**config.mk**
```make
export PLATFORM = sky130hd
export DESIGN_NAME = spi_tx_scheduler
export DESIGN_NICKNAME = d
export VERILOG_FILES = /design/src/rtl/spi_tx_scheduler_pkg.sv /design/src/rtl/spi_tx_scheduler_rr_arbiter.sv /design/src/rtl/spi_tx_scheduler.sv
export SDC_FILE = /design/constraint.sdc
export NUM_CORES = 1
export LEC_CHECK = 0
export BUFFER_PORTS_ARGS = -buffer_cell sky130_fd_sc_hd__buf_4
export CAP_MARGIN = 20
export CORE_MARGIN = 1.5
export CORE_UTILIZATION = 50
export CTS_BUF_LIST = sky130_fd_sc_hd__clkbuf_16
export CTS_CLUSTER_DIAMETER = 40
export DETAILED_ROUTE_END_ITERATION = 16
export GPL_ROUTABILITY_DRIVEN = 0
export MAX_ROUTING_LAYER = met4
export PLACE_DENSITY = 0.78
export REMOVE_ABC_BUFFERS = 1
export SYNTH_ARGS = -nofsm -noshare
export SYNTH_HDL_FRONTEND = slang
export SYNTH_SLANG_ARGS = --single-unit
```
**constraint.sdc**
```tcl
create_clock -name CLOCK_50 -period 3.5 [get_ports CLOCK_50]
set_clock_uncertainty 0.05 [all_clocks]
set_input_delay 0.875 -clock CLOCK_50 [delete_from_list [all_inputs] [get_ports CLOCK_50]]
set_output_delay 0.875 -clock CLOCK_50 [all_outputs]
set_load 0.01 [all_outputs]
```
**src/rtl/spi_tx_scheduler_pkg.sv**
```systemverilog
// Shared definitions for the SPI transmit scheduler: FSM state encoding and default word width.
package spi_pkg;

  localparam int unsigned DATA_W_DEF = 16;

  typedef enum logic [2:0] {
    ST_IDLE   = 3'd0,
    ST_SETUP  = 3'd1,
    ST_START  = 3'd2,
    ST_ACTIVE = 3'd3,
    ST_FINISH = 3'd4
  } state_t;

endpackage

```
**src/rtl/spi_tx_scheduler_rr_arbiter.sv**
```systemverilog
// Combinational round-robin pick: first set request scanning rr_ptr, rr_ptr+1, ... mod NUM_REQ.
module rr_arbiter #(
  parameter int unsigned NUM_REQ = 4,
  parameter int unsigned IDX_W   = $clog2(NUM_REQ)
) (
  input  logic [NUM_REQ-1:0] req,
  input  logic [IDX_W-1:0]   rr_ptr,
  output logic [NUM_REQ-1:0] win_onehot,
  output logic [IDX_W-1:0]   win_idx,
  output logic               any_req
);

  int unsigned k;
  logic        found;

  always_comb begin
    win_onehot = '0;
    win_idx    = '0;
    found      = 1'b0;
    k          = 0;
    for (int unsigned i = 0; i < NUM_REQ; i++) begin
      k = (32'(rr_ptr) + i) % NUM_REQ;
      if (!found && req[k]) begin
        found         = 1'b1;
        win_onehot[k] = 1'b1;
        win_idx       = IDX_W'(k);
      end
    end
    any_req = |req;
  end

endmodule

```
**src/rtl/spi_tx_scheduler.sv**
```systemverilog
// Shares one SPI master among NUM_REQ requesters: round-robin grant, word latch, start/busy handshake.
module spi_tx_scheduler
  import spi_pkg::*;
#(
  parameter int unsigned NUM_REQ     = 4,
  parameter int unsigned DATA_W      = DATA_W_DEF,
  parameter int unsigned TIMEOUT_CYC = 64
) (
  input  logic                      CLOCK_50,
  input  logic                      rst_n,
  input  logic [NUM_REQ-1:0]        req,
  input  logic [NUM_REQ*DATA_W-1:0] req_data,
  output logic [NUM_REQ-1:0]        grant,
  output logic [NUM_REQ-1:0]        done,
  output logic                      err_timeout,
  output logic                      spi_start_n,
  output logic [DATA_W-1:0]         spi_data,
  input  logic                      spi_busy
);

  localparam int unsigned IDX_W = $clog2(NUM_REQ);
  localparam int unsigned TMR_W = $clog2(TIMEOUT_CYC);

  state_t             state_q, state_d;
  logic [TMR_W-1:0]   timer_q;
  logic [IDX_W-1:0]   rr_ptr_q;
  logic [IDX_W-1:0]   win_q;
  logic [NUM_REQ-1:0] arb_onehot;
  logic [IDX_W-1:0]   arb_idx;
  logic               arb_any;
  logic               timeout_hit;

  rr_arbiter #(
    .NUM_REQ (NUM_REQ),
    .IDX_W   (IDX_W)
  ) u_arb (
    .req        (req),
    .rr_ptr     (rr_ptr_q),
    .win_onehot (arb_onehot),
    .win_idx    (arb_idx),
    .any_req    (arb_any)
  );

  assign timeout_hit = (timer_q == TMR_W'(TIMEOUT_CYC - 1));

  always_comb begin
    state_d = state_q;
    unique case (state_q)
      ST_IDLE:   if (arb_any && !spi_busy) state_d = ST_SETUP;
      ST_SETUP:  state_d = ST_START;
      ST_START: begin
        if (spi_busy)         state_d = ST_ACTIVE;
        else if (timeout_hit) state_d = ST_FINISH;
      end
      ST_ACTIVE: if (!spi_busy) state_d = ST_FINISH;
      ST_FINISH: state_d = ST_IDLE;
      default:   state_d = ST_IDLE;
    endcase
  end

  always_ff @(posedge CLOCK_50 or negedge rst_n) begin
    if (!rst_n) state_q <= ST_IDLE;
    else        state_q <= state_d;
  end

  // done/err_timeout are registered on FINISH entry so they are high during the FINISH cycle.
  always_ff @(posedge CLOCK_50 or negedge rst_n) begin
    if (!rst_n) begin
      grant       <= '0;
      done        <= '0;
      err_timeout <= 1'b0;
      spi_start_n <= 1'b1;
      spi_data    <= '0;
      rr_ptr_q    <= '0;
      win_q       <= '0;
      timer_q     <= '0;
    end else begin
      done        <= '0;
      err_timeout <= 1'b0;
      unique case (state_q)
        ST_IDLE: begin
          if (state_d == ST_SETUP) begin
            spi_data <= req_data[arb_idx*DATA_W +: DATA_W];
            grant    <= arb_onehot;
            win_q    <= arb_idx;
          end
        end
        ST_SETUP: begin
          spi_start_n <= 1'b0;
          timer_q     <= '0;
        end
        ST_START: begin
          if (spi_busy) begin
            spi_start_n <= 1'b1;
          end else if (timeout_hit) begin
            spi_start_n <= 1'b1;
            err_timeout <= 1'b1;
            done        <= grant;
          end else begin
            timer_q <= timer_q + 1'b1;
          end
        end
        ST_ACTIVE: begin
          if (!spi_busy) done <= grant;
        end
        ST_FINISH: begin
          grant    <= '0;
          rr_ptr_q <= (32'(win_q) == NUM_REQ - 1) ? '0 : win_q + 1'b1;
        end
        default: ;
      endcase
    end
  end

endmodule

```
==> results by group <==
Power and ir drop
  – Sequential Power Share: 24.5%
  – Clk pwr share: 19.2%
  – Sw Ratio: 39.3%
  – Worst VDD drop: 0.444 mV
  – Internal power: 1.85 mW
  – Pleak: 1.73 nW
  – Tot Pwr: 3.04 mW
  – Power per cell area: 827 nW/um2
  – Switch Pwr: 1.19 mW
  – Combinational fraction of design power: 56.3%

Worst setup path
  – Buf+Inv Stages, Crit Path: 2
  – WS Path Type: reg2reg
  – Slowest Stage Delay on Critical Path: 0.38 ns
  – CP startpoint kind: flop
  – Cells on worst reg2reg path: 9
  – R2R Setup Slk: 0.54 ns
  – CP max FO: 14
  – Critical-path top delay cell: dfrtp_1
  – Critical Path RT: 3.58 ns
  – Worst-path cell chain: inv_1, ha_1, mux4_2, and2b_1, nor2_4, o21ba_1, buf_4, mux2i_1, a211oi_1
  – Worst r2r src: rr_ptr_q[0]
  – Arr. time, crit path: 3.04 ns
  – CP top delay family: multiplexers
  – FF-to-FF End: spi_data[15]
  – Crit. End Element: flop

Logic synthesis
  – Count of cell types in the netlist: 46
  – Post-synth top flop: dfrtp_1
  – Sequential area share after synthesis: 36.3%
  – Leading post-synthesis cells by cell area: dfrtp_1, a211oi_1, mux2_2
  – Count leader, synth: dfrtp_1
  – Post-synth top cells: dfrtp_1, nor2_1, a211oi_1, mux2i_1, mux2_2
  – Share of the synthesized area in the top cell type: 35.3%
  – Synth Warn #: 0
  – Cell area after synthesis: 2700 um2
  – Average size of a mapped cell: 9.94 um2
  – Mapped Cells: 271
  – Leading area contributor after synthesis: dfrtp_1
  – EDFF count, synth: 0
  – Post-synthesis register bit count: 39
  – Fraction of registers with async set/reset: 100%

STA
  – Setup TNS Final: 0 ns
  – Final setup vio count: 0
  – Fin. Hold Viols: 0
  – RSZ-0062 raised after global routing: false
  – Final period util: 84.6%
  – Final setup margin: 0.540 ns
  – Final slew viol count: 0
  – Worst hold slack: 0.443 ns
  – Rel. slew slack: 53.8%
  – Max Clk Rate: 338 MHz
  – Min Tclk post-route: 2.96 ns
  – Slew @ Worst Pin: 0.691 ns

Clock network
  – CTS Hold Bufs: 0
  – CTS resizes: 0
  – CTS clk-pin slew, worst paths: 0.06 ns
  – Root Buffer: clkbuf_16
  – Postcts setup bufs: 0
  – H-tree Lvls: 2
  – Worst-Skew Late Latency: 0.28 ns
  – Clock tree from TritonCTS: built
  – CTS sink count: 39
  – Maximum buffer depth of the clock tree: 2
  – CTS Buf Count: 5

Worst hold path
  – Hold Path Stages: 2
  – Tightest Hold Check Type: reg2reg
  – Worst Hold End: win_q[1]
  – HP Start: win_q[1]

Detailed routing
  – DRC: 0
  – Vias per cell: 5.78
  – Detailed Route WL: 7140 um
  – Initial drt markers: 192
  – Routed Antenna Nets: 0
  – Via Count: 2527
  – DRT Pass-1 Iters: 4
  – WL per Instance: 16.3 um

Layout
  – Fin util: 71.5%
  – Final net count: 447
  – Multi-input combinational cell area: 1610 um2
  – Layout area overhead: 36.4%
  – Cell Count, Final, Fillers Out: 437
  – N_diodes: 0
  – Layout cell share with drive strength beyond 1: 38.4%
  – Area occupied by registers: 977 um2
  – Final Cell Area: 3670 um2
  – FILL cells: 430

Placement
  – Placed cells: 429
  – Final HPWL DP: 5130 um
  – # port buffers: 96
  – DP Area: 3490 um2
  – Worst slack, placed: 0.383 ns

Floorplan
  – Die X: 76.4 um
  – # IOs: 97
  – Initial Util: 52.4%
  – Cell Rows: 26
  – Die height: 76.4 um
  – Die footprint: 5840 um2
  – Core ar.: 5140 um2

Global route
  – Gr ovfl total: 0
  – Number of global-route vias before repair: 2432
  – First-pass GRT wire length: 11600 um
  – GRT Total Usage: 25.4%
  – Pin count of the biggest net entering global routing: 40
  – Initial antenna violation count: 0

Status
  – Status: complete, no violations

Run
  – Max-cap viol count: 0
-- worst min-delay path: cells and delay by family (launching register included) --
kind | cells | cell delay, ns
DFF | 1 | 0.35
and+or+nand+nor | 2 | 0.12
-- cells by family (layout without fill, tap and decap cells) --
| logic type | Yosys count | in the layout | synth area share, % |
|---|---|---|---|
| and+or+nand+nor | 75 | 75 | 13.1 |
| muxes | 40 | 40 | 17.4 |
| buffers and inverters | 21 | 117 | 4.04 |
| adders and majority gates | 10 | 10 | 4.64 |
| xor gates and xnor gates | 4 | 4 | 1.30 |
| AOI/OAI and AO/OA | 82 | 82 | 23.2 |
| DFF | 39 | 39 | 36.3 |
-- registers in the layout (all words and copies together), names as in the netlist --
register	cells
err_timeout	1
rr_ptr_q	2
timer_q	6
spi_start_n	1
win_q	2
done	4
state_q	3
spi_data	16
grant	4
-- placed cells by master (no fill, tap or decap), types with 6 or more instances in the layout --
cell      synthesis  final
buf_4             2    106
mux2i_1          18     18
a22o_1           14     14
a22oi_1           6      6
mux2_2           17     17
ha_1             10     10
o21ai_0           9      9
nor2_1           33     33
nand2_1          13     13
dfrtp_1          38     38
nand3_1           6      6
a211oi_1         30     30
-- cell type report --
cell class	instances	area share, %
flip-flops and latches	39	26.6
inverters	3	0.306
well taps	70	2.38
repair buffers	106	21.7
clock buffers	5	3.40
clock inverters	3	1.74
multi-input cells	211	43.9
-- routing by layer --
| metal | track usage [%] | vias up | share of wire, % |
|---|---|---|---|
| met1 | 31.9 | 1202 | 43 |
| met5 | - | - | 0 |
| li1 | - | 1214 | - |
| met3 | 2.28 | 12 | 4.9 |
| met4 | 9.63 | 0 | 1.8 |
| met2 | 42.7 | 99 | 51 |
-- power groups by stage --
stage	Clock, mW	Combinational (mW)	Sequential, mW
floorplan	0	1.02	0.831
global placement	0	1.66	0.742
detailed placement	0	1.70	0.746
CTS	0.586	1.71	0.741
global route	0.610	1.86	0.767
finish	0.583	1.71	0.744
-- worst max path at each step --
stage / startpoint / endpoint / slack (ns) / depth (start not counted)
global placement: req[3] / spi_data[15] / 0.45 / 8
floorplan: rr_ptr_q[0] / spi_data[12] / -0.33 / 8
detailed placement: req[2] / spi_data[4] / 0.38 / 8
global route: rr_ptr_q[0] / spi_data[4] / 0.37 / 9
CTS: rr_ptr_q[0] / spi_data[15] / 0.58 / 9
finish: rr_ptr_q[0] / spi_data[15] / 0.54 / 9
Power figures use the tool's default switching activity.
